==> src/rtl/ldl_cdc_track_pkg.sv <==
// Shared defaults and helpers for the CDC ring rx-side change tracker.
// Latency: n/a (package only).
// Backpressure: n/a (package only).
package ldl_cdc_track_pkg;

    localparam int DEF_DEPTH   = 4;
    localparam int DEF_STAMP_W = 16;
    localparam int DEF_DROP_W  = 8;

    // Pointer width carries one extra wrap bit so full and empty differ only in the MSB.
    function automatic int ptr_w(input int depth);
        return $clog2(depth) + 1;
    endfunction

endpackage

==> src/rtl/ldl_sync_fifo_v1.sv <==
// Show-ahead synchronous FIFO with a registered head (no fall-through path).
// Latency: an entry written on edge N is presented on dout/valid after edge N+1.
// Backpressure: pushes are accepted when not full or when popping on the same edge.
// Ports: clk, rst (async, active-high), push/din write side, pop read side (ignored while
//        empty), dout registered head, full/empty status, level = entries stored.
module ldl_sync_fifo_v1
    import ldl_cdc_track_pkg::*;
#(
    parameter int WIDTH = 24,
    parameter int DEPTH = DEF_DEPTH
) (
    input  logic                       clk,
    input  logic                       rst,
    input  logic                       push,
    input  logic [WIDTH-1:0]           din,
    input  logic                       pop,
    output logic [WIDTH-1:0]           dout,
    output logic                       full,
    output logic                       empty,
    output logic [$clog2(DEPTH):0]     level
);

    localparam int AW = $clog2(DEPTH);
    localparam int PW = ptr_w(DEPTH);

    logic [WIDTH-1:0] r_mem [DEPTH];
    logic [PW-1:0]    r_wr;
    logic [PW-1:0]    r_rd;
    logic             r_vld;
    logic [WIDTH-1:0] r_dout;

    logic             w_pop;
    logic             w_full;
    logic             w_wr_en;
    logic [PW-1:0]    w_rd_nxt;
    logic             w_head_avail;

    assign w_pop    = pop & r_vld;
    assign w_full   = (r_wr[PW-1] != r_rd[PW-1]) && (r_wr[AW-1:0] == r_rd[AW-1:0]);
    assign w_wr_en  = push & (~w_full | w_pop);
    assign w_rd_nxt = r_rd + PW'(w_pop);
    // Only entries already in memory before this edge may become the head; this is what
    // removes the fall-through path and adds the extra cycle of latency.
    assign w_head_avail = (r_wr != w_rd_nxt);

    always_ff @(posedge clk or posedge rst) begin
        if (rst) begin
            r_wr   <= '0;
            r_rd   <= '0;
            r_vld  <= 1'b0;
            r_dout <= '0;
        end else begin
            if (w_wr_en) r_wr <= r_wr + PW'(1);
            if (w_pop)   r_rd <= w_rd_nxt;
            r_vld <= w_head_avail;
            // Hold the last head while nothing is available.
            if (w_head_avail) r_dout <= r_mem[w_rd_nxt[AW-1:0]];
        end
    end

    // Storage needs no reset: the pointers alone decide what is valid.
    always_ff @(posedge clk) begin
        if (w_wr_en) r_mem[r_wr[AW-1:0]] <= din;
    end

    assign dout  = r_dout;
    assign full  = w_full;
    assign empty = ~r_vld;
    assign level = r_wr - r_rd;

endmodule

==> src/rtl/ldl_cdc_ring_rx_track_v1.sv <==
// Detects changes in the CDC ring's rx sample, stamps them and queues {stamp,data} events.
// Latency: value sampled on edge E0 is pushed on E1 and visible on out_* after E2.
// Backpressure: valid/ready; events arriving while full (and not popping) are dropped and counted.
// Ports: clk, rst (async, active-high), samp_in ring output, out_valid/out_ready/out_data/
//        out_stamp event stream, level FIFO occupancy, drop_cnt saturating overflow count.
module ldl_cdc_ring_rx_track_v1
    import ldl_cdc_track_pkg::*;
#(
    parameter int               WIDTH   = 8,
    parameter int               DEPTH   = DEF_DEPTH,
    parameter int               STAMP_W = DEF_STAMP_W,
    parameter logic [WIDTH-1:0] RST_VAL = '0,
    parameter int               DROP_W  = DEF_DROP_W
) (
    input  logic                   clk,
    input  logic                   rst,
    input  logic [WIDTH-1:0]       samp_in,
    output logic                   out_valid,
    input  logic                   out_ready,
    output logic [WIDTH-1:0]       out_data,
    output logic [STAMP_W-1:0]     out_stamp,
    output logic [$clog2(DEPTH):0] level,
    output logic [DROP_W-1:0]      drop_cnt
);

    localparam int EW = STAMP_W + WIDTH;

    logic [WIDTH-1:0]   r_samp_q;
    logic [WIDTH-1:0]   r_ref;
    logic [STAMP_W-1:0] r_stamp;
    logic [DROP_W-1:0]  r_drop;

    logic               w_chg;
    logic               w_pop;
    logic               w_full;
    logic               w_empty;
    logic               w_drop;
    logic [EW-1:0]      w_dout;

    assign w_chg  = (r_samp_q != r_ref);
    assign w_pop  = ~w_empty & out_ready;
    assign w_drop = w_chg & w_full & ~w_pop;

    always_ff @(posedge clk or posedge rst) begin
        if (rst) begin
            r_samp_q <= RST_VAL;
            r_ref    <= RST_VAL;
            r_stamp  <= '0;
            r_drop   <= '0;
        end else begin
            r_samp_q <= samp_in;
            r_stamp  <= r_stamp + STAMP_W'(1);
            // Reference tracks every change, even a dropped one, so a lost event is not
            // re-raised on the following cycle.
            if (w_chg) r_ref <= r_samp_q;
            if (w_drop && (r_drop != {DROP_W{1'b1}})) r_drop <= r_drop + DROP_W'(1);
        end
    end

    ldl_sync_fifo_v1 #(
        .WIDTH (EW),
        .DEPTH (DEPTH)
    ) u_fifo (
        .clk   (clk),
        .rst   (rst),
        .push  (w_chg),
        .din   ({r_stamp, r_samp_q}),
        .pop   (out_ready),
        .dout  (w_dout),
        .full  (w_full),
        .empty (w_empty),
        .level (level)
    );

    assign out_valid = ~w_empty;
    assign out_data  = w_dout[WIDTH-1:0];
    assign out_stamp = w_dout[EW-1:WIDTH];
    assign drop_cnt  = r_drop;

endmodule
==> config.mk <==
export PLATFORM = sky130hd
export DESIGN_NAME = ldl_cdc_ring_rx_track_v1
export DESIGN_NICKNAME = d
export VERILOG_FILES = /design/src/rtl/ldl_cdc_track_pkg.sv /design/src/rtl/ldl_sync_fifo_v1.sv /design/src/rtl/ldl_cdc_ring_rx_track_v1.sv
export SDC_FILE = /design/constraint.sdc
export NUM_CORES = 1
export LEC_CHECK = 0
export ABC_AREA = 1
export CAP_MARGIN = 5
export CORE_MARGIN = 2
export CORE_UTILIZATION = 66
export CTS_BUF_LIST = sky130_fd_sc_hd__clkbuf_8
export CTS_CLUSTER_DIAMETER = 100
export DETAILED_ROUTE_END_ITERATION = 7
export DONT_BUFFER_PORTS = 1
export PLACE_DENSITY = 0.82
export SETUP_SLACK_MARGIN = 0.4
export SKIP_LAST_GASP = 1
export SLEW_MARGIN = 40
export SYNTH_ARGS = -nofsm -noshare
export SYNTH_HDL_FRONTEND = slang
export SYNTH_SLANG_ARGS = --single-unit
==> constraint.sdc <==
create_clock -name clk -period 5.8 [get_ports clk]
set_input_delay 0.87 -clock clk [delete_from_list [all_inputs] [get_ports clk]]
set_output_delay 0.87 -clock clk [all_outputs]
set_load 0.03 [all_outputs]
# Word level (Yosys, flattened, before mapping)
# Memories as Yosys holds them, arrays and structs flattened. A register that Yosys moved wholly into a read port is not among the register bits.
# Index checks and enable logic that the tools add are counted.
dict set report op_classes {
  n_addsub 5
  n_eq_ne 5
  n_mux 2
  bitwise_logic 7
  n_reduce_logical 2
}
# cell count
set op_table {}
lappend op_table {{adder 16 x 1 -> 16 bit, second input constant} 1}
lappend op_table {{adder 8 x 1 -> 8 bit, second input constant} 1}
lappend op_table {{!= test 8 bit} 1}
lappend op_table {{!= test 8 bit, second input constant} 1}
lappend op_table {{AND 1 bit} 4}
lappend op_table {{adder 3 x 1 -> 3 bit} 1}
lappend op_table {{adder 3 x 1 -> 3 bit, second input constant} 1}
lappend op_table {{!= test 3 bit} 1}
lappend op_table {{subtractor 3 bit} 1}
lappend op_table {{equality test 2 bit} 1}
lappend op_table {{logical AND 1 bit} 2}
lappend op_table {{two-way mux 1 bit} 2}
lappend op_table {{inverter 1 bit} 2}
lappend op_table {{!= test 1 bit} 1}
lappend op_table {{OR 1 bit} 1}
dict set report totals {
  ff_bits 47
  ramBits 96
  in_bits 11
  output_inout_bits 36
  wordCells 29
  n_memories 1
}
# name words word_bits rd rd_clocked_by_memory_dff write_ports line_no
set memory_table {}
lappend memory_table {u_fifo.r_mem 4 24 1 1 1 ldl_sync_fifo_v1.sv:26} ;# logic [WIDTH-1:0] r_mem [DEPTH];

# Logic depth before layout (Yosys ltp)
dict set report logic_depth {
  depth_word 7
  depth_mapped 11
  mapped_depth_nobuf 10
}

# Modules after synthesis
# A second synthesis with hierarchy kept.
dict set report unflattened {
  cells_unflattened 732
  hier_area_um2 7345.8
}
# module instances cells_each area_each_um2 seq_area_each_um2
set by_module_without_submodules {}
lappend by_module_without_submodules {ldl_sync_fifo_v1 1 556 5597.9 3658.5}
lappend by_module_without_submodules {ldl_cdc_ring_rx_track_v1 1 176 1747.9 1001.0}

# Worst setup path before layout
# OpenSTA, ideal clock, no wires.
dict set report synth_path {
  path_kind {input port to flip-flop}
  startpoint {input port out_ready}
  endpoint {memory u_fifo.r_mem[0][0], enable pin}
  setup_ps 405
  t_arrival_ps 2415
  required_time_ps 5395
  setup_slack_ps 2980
  cell_stages 6
  n_path_buf 0
  cell_sequence {nand2_1 -> inv_1 -> nor2_1 -> nand2_2 -> nand2_1 -> nor2_1}
}
dict set report synth_via {
  elab_chain_len 5
}
# item line_no
set synth_lines {}
lappend synth_lines {{start: declaration} ldl_cdc_ring_rx_track_v1.sv:19} ;# input logic out_ready,
lappend synth_lines {{AND 1 bit} ldl_sync_fifo_v1.sv:38} ;# assign w_pop = pop & r_vld;
lappend synth_lines {{OR 1 bit} ldl_sync_fifo_v1.sv:40} ;# assign w_wr_en = push & (~w_full | w_pop);
lappend synth_lines {{AND 1 bit} ldl_sync_fifo_v1.sv:40}
lappend synth_lines {{two-way mux 1 bit} ldl_sync_fifo_v1.sv:63} ;# if (w_wr_en) r_mem[r_wr[AW-1:0]] <= din;
lappend synth_lines {{two-way mux 1 bit (implied by the code)} ldl_sync_fifo_v1.sv:63}
lappend synth_lines {{end: declaration} ldl_sync_fifo_v1.sv:26}
# No other way between the ends.

# Final worst setup path
dict set report layout_path {
  startpoint {register u_fifo.r_vld}
  endpoint {register u_fifo.r_dout[10], in the netlist u_fifo.dout[10] (read register of u_fifo.r_mem)}
}
dict set report layout_via {
  elab_chain_len 3
}
# item line_no
set layout_lines {}
lappend layout_lines {{start: declaration} ldl_sync_fifo_v1.sv:29} ;# logic r_vld;
lappend layout_lines {{start signal: assignment} ldl_sync_fifo_v1.sv:55} ;# r_vld <= w_head_avail;
lappend layout_lines {{AND 1 bit *} ldl_sync_fifo_v1.sv:38}
lappend layout_lines {{adder 3 x 1 -> 3 bit *} ldl_sync_fifo_v1.sv:41} ;# assign w_rd_nxt = r_rd + PW'(w_pop);
lappend layout_lines {{net u_fifo.w_rd_nxt[1]} ldl_sync_fifo_v1.sv:35} ;# logic [PW-1:0] w_rd_nxt;
lappend layout_lines {{!= test 3 bit} ldl_sync_fifo_v1.sv:44} ;# assign w_head_avail = (r_wr != w_rd_nxt);
lappend layout_lines {{end: declaration} ldl_sync_fifo_v1.sv:30} ;# logic [WIDTH-1:0] r_dout;
# Mark *: on every way through the listed nets, which the timed path passes. The rest lies on a longest branch.
# A chain may end at the register's enable or synchronous reset.

==> results.cfg <==
[status]
outcome = finished, final reports clean

[timing]
fin_hold_ws_ps = 451
rsz0062_at_grt = false
clock-skew-final_ps = 13.2
setup_tns_ps = 0
max_freq_mhz = 277
period_share = 0.621
min_period_ps = 3600
hold_viol_final = 0
max_slew_margin = 0.451
drv_slew = 0
setup_viol = 0
worst_pin_slew_ps = 823
finalWorstSetupSlack_ps = 2200

[critical_path]
slowest_delay_ps = 620
crit_top_cell = nand2_1
cp-start-kind = register
worstPathArrival_ps = 3930
crit_path_end_kind = register
required_ps = 6130
crit_slowest_cell = ha_1
crit_chain = nand2_1 -> inv_1 -> ha_1 -> ha_1 -> inv_2 -> nand2_1 -> a21oi_2 -> buf_4 -> nand2_4 -> nand2_1 -> nand2_1
path_max_fanout = 26
criticalPathCategory = register to register

[power]
comb_power_share = 0.349
cellInternalPower_mw = 2.49
power.switching_mw = 1.86
p_per_area_mw_per_mm2 = 607
worst_ir_drop_vdd_mv = 0.372
power_frac_clock = 0.170
power_mw = 4.35
power.share.switching = 0.427
leakagePower_nw = 3.02
p_seq_frac = 0.481

[clocking]
cts_made_buffers = 17
cts_setup_buffers = 0
hold_buffers = 0
cts_resized = 0
htree_levels = 4
root_buffer = clkbuf_8
path_clk_slew_ps = 80
clock_latency_ps = 440
cts_tree = yes
cts_sinks = 167
cts_buffer_depth = 2

[worst_hold_path]
min_path_type = input port to register

[floorplan]
initial_utilization = 0.683
dieArea_mm2 = 0.0110
io_pins = 47
core_area_mm2 = 0.00982
die_height_um = 105
std_cell_rows = 36
fp.dieW_um = 105

[yosys]
ys_types = 26
yosysTopAreaCell = edfxtp_1
netlist_instances = 580
synth.yosys.seq_area_share = 0.695
yosys_warnings = 0
yosysTopAreaCellShare = 0.430
yosys_register_bits = 167
avgSynthCellArea_um2 = 11.6
syn_area_mm2 = 0.00671
synth_fp_nets = 602
synth.area.top_cells = edfxtp_1, dfrtp_1, nand2_1, o21ai_0, nor2_1

[global_route]
grt_pass1_vias = 4137
grt_pass1_wl_um = 20700
grt-ovfl-total = 0
grt_max_degree = 72
grt_usage = 0.248
antenna_found_initial = 0

[routing]
vias = 4132
drt_iter0_markers = 347
wl_met1_um = 5270
wl_per_cell_um = 17.5
drc = 0
wirelength_um = 12700
viasPerCell = 5.71
wl_met2_um = 6350
dr_wl_met3_um = 918
ant_nets = 0
top_layer = met4
drt_first_pass_iters = 5

[cells_and_area]
syn_to_final_growth_pct = 6.96
drive_above_1_share = 0.0863
nets = 600
fillerInstances = 655
seq_area_mm2 = 0.00466
insertedDiodeCount = 0
multi_input_area_mm2 = 0.00179
final_util = 0.731

[place]
pre_cts_slack_ps = 1910
dp_hpwl_um = 7640
routabilityCongestion = 0.843
port_buffers = 0

[run]
maxCapViolCount = 0
[stage by stage]
step | instances | instance area [um2]
2_1_floorplan | 580 | 6710
3_3_place_gp | 692 | 6820
3_5_place_dp | 692 | 6820
4_1_cts | 724 | 7170
5_1_grt | 724 | 7170
6_report | 724 | 7170
[cell families (layout without fill, tap and decap cells)]
kind of cell	Yosys count	count (layout)	synth area share
adder cells (fa/ha/maj)	11	11	0.0216
XOR/XNOR	27	27	0.0375
buffers and inverters	67	78	0.0401
AO/OA/AOI/OAI	75	75	0.0610
flip-flops	167	167	0.695
AND/OR/NAND/NOR	233	233	0.145
[final cells by class]
| type | instances | area share |
|---|---|---|
| Sequential cell | 167 | 0.649 |
| Multi-Input combinational cell | 346 | 0.249 |
| Clock buffer | 19 | 0.0364 |
| Tap cell | 133 | 0.0232 |
| Inverter | 38 | 0.0199 |
| Clock inverter | 13 | 0.0127 |
| Timing Repair Buffer | 8 | 0.00889 |
[cells in the mapped netlist]
cell type    n
buf_6        2
inv_2        3
ha_1        10
edfxtp_1    96
xor2_1      13
a21oi_2      1
fa_1         1
xor2_2       1
xnor2_2      1
inv_1       35
dfrtp_1     71
buf_1        1
nand2_4      1
nand2_2      2
nor3_1       6
nand2_1    115
clkbuf_1    24
buf_2        2
nor2_4       1
nand4_1      3
nand3b_1     3
nand3_1     42
o21ai_0     50
o22ai_1     24
nor2_1      60
xnor2_1     12
[power groups by stage]
| stage | combinational (mW) | clock, mW | sequential, mW |
|---|---|---|---|
| 6_report | 1.52 | 0.741 | 2.10 |
| 5_1_grt | 1.70 | 0.806 | 2.14 |
| 4_1_cts | 1.52 | 0.754 | 2.10 |
| 3_5_place_dp | 1.51 | 0 | 2.12 |
| 3_3_place_gp | 1.43 | 0 | 2.10 |
| 2_1_floorplan | 1.14 | 0 | 2.06 |
[worst paths after layout]
path	from	to	slack, ps	cells past startpoint
max in group asynchronous	rst	r_stamp[3]$_DFF_PP0_	4880	2
worst max-delay path	u_fifo.r_vld$_DFF_PP0_	u_fifo.dout[10]$_DFFE_PP0P_	2200	11
worst min register to register	r_samp_q[3]$_DFF_PP0_	r_ref[3]$_DFFE_PP0N_	500	0
worst min-delay path	samp_in[7]	r_samp_q[7]$_DFF_PP0_	450	0
min in group asynchronous	rst	r_ref[6]$_DFFE_PP0N_	480	2
worst max register to register	u_fifo.r_vld$_DFF_PP0_	u_fifo.dout[10]$_DFFE_PP0P_	2200	11
[placed cells by master, fill, tap and decap left out]
| cell type | synthesis | layout |
|---|---|---|
| xnor2_2 | 1 | 1 |
| nor2_4 | 1 | 1 |
| dfrtp_1 | 71 | 71 |
| o21ai_0 | 50 | 50 |
| nor3_1 | 6 | 6 |
| nand4_1 | 3 | 3 |
| nand3b_1 | 3 | 3 |
| nand2_4 | 1 | 1 |
| xor2_1 | 13 | 13 |
| ha_1 | 10 | 10 |
| nand2_1 | 115 | 115 |
| nor2_2 | 0 | 4 |
| fa_1 | 1 | 1 |
| clkinv_2 | 0 | 6 |
| nand3_1 | 42 | 42 |
| xor2_2 | 1 | 1 |
| clkbuf_8 | 0 | 19 |
| bufinv_16 | 0 | 1 |
| inv_1 | 35 | 38 |
| buf_6 | 2 | 1 |
| edfxtp_1 | 96 | 96 |
| inv_2 | 3 | 4 |
| buf_4 | 0 | 7 |
| clkinv_4 | 0 | 1 |
| clkinvlp_4 | 0 | 1 |
| o22ai_1 | 24 | 24 |
| xnor2_1 | 12 | 12 |
| nor2_1 | 60 | 56 |
| a21oi_2 | 1 | 1 |
| nand2_2 | 2 | 2 |
[per-layer routing]
metal | track usage | vias to the layer above
li1 | - | 1956
met1 | 0.318 | 2015
met2 | 0.391 | 149
met3 | 0.0898 | 12
met4 | 0.0924 | 0
met5 | 0 | -
[registers in the layout, summed over array words and instances, names as in the netlist]
name	cells
drop_cnt	8
r_ref	8
r_samp_q	8
r_stamp	16
u_fifo.dout	24
u_fifo.r_mem	96
u_fifo.r_rd	3
u_fifo.r_vld	1
u_fifo.r_wr	3
[worst max-delay path: cells and delay by family (launching register included)]
kind | cells | cell delay [ps]
AO/OA/AOI/OAI | 1 | 540
AND/OR/NAND/NOR | 5 | 700
buffers and inverters | 3 | 930
adder cells (fa/ha/maj) | 2 | 820
flip-flops | 1 | 490
No activity file was read; power rests on OpenSTA's default activity.
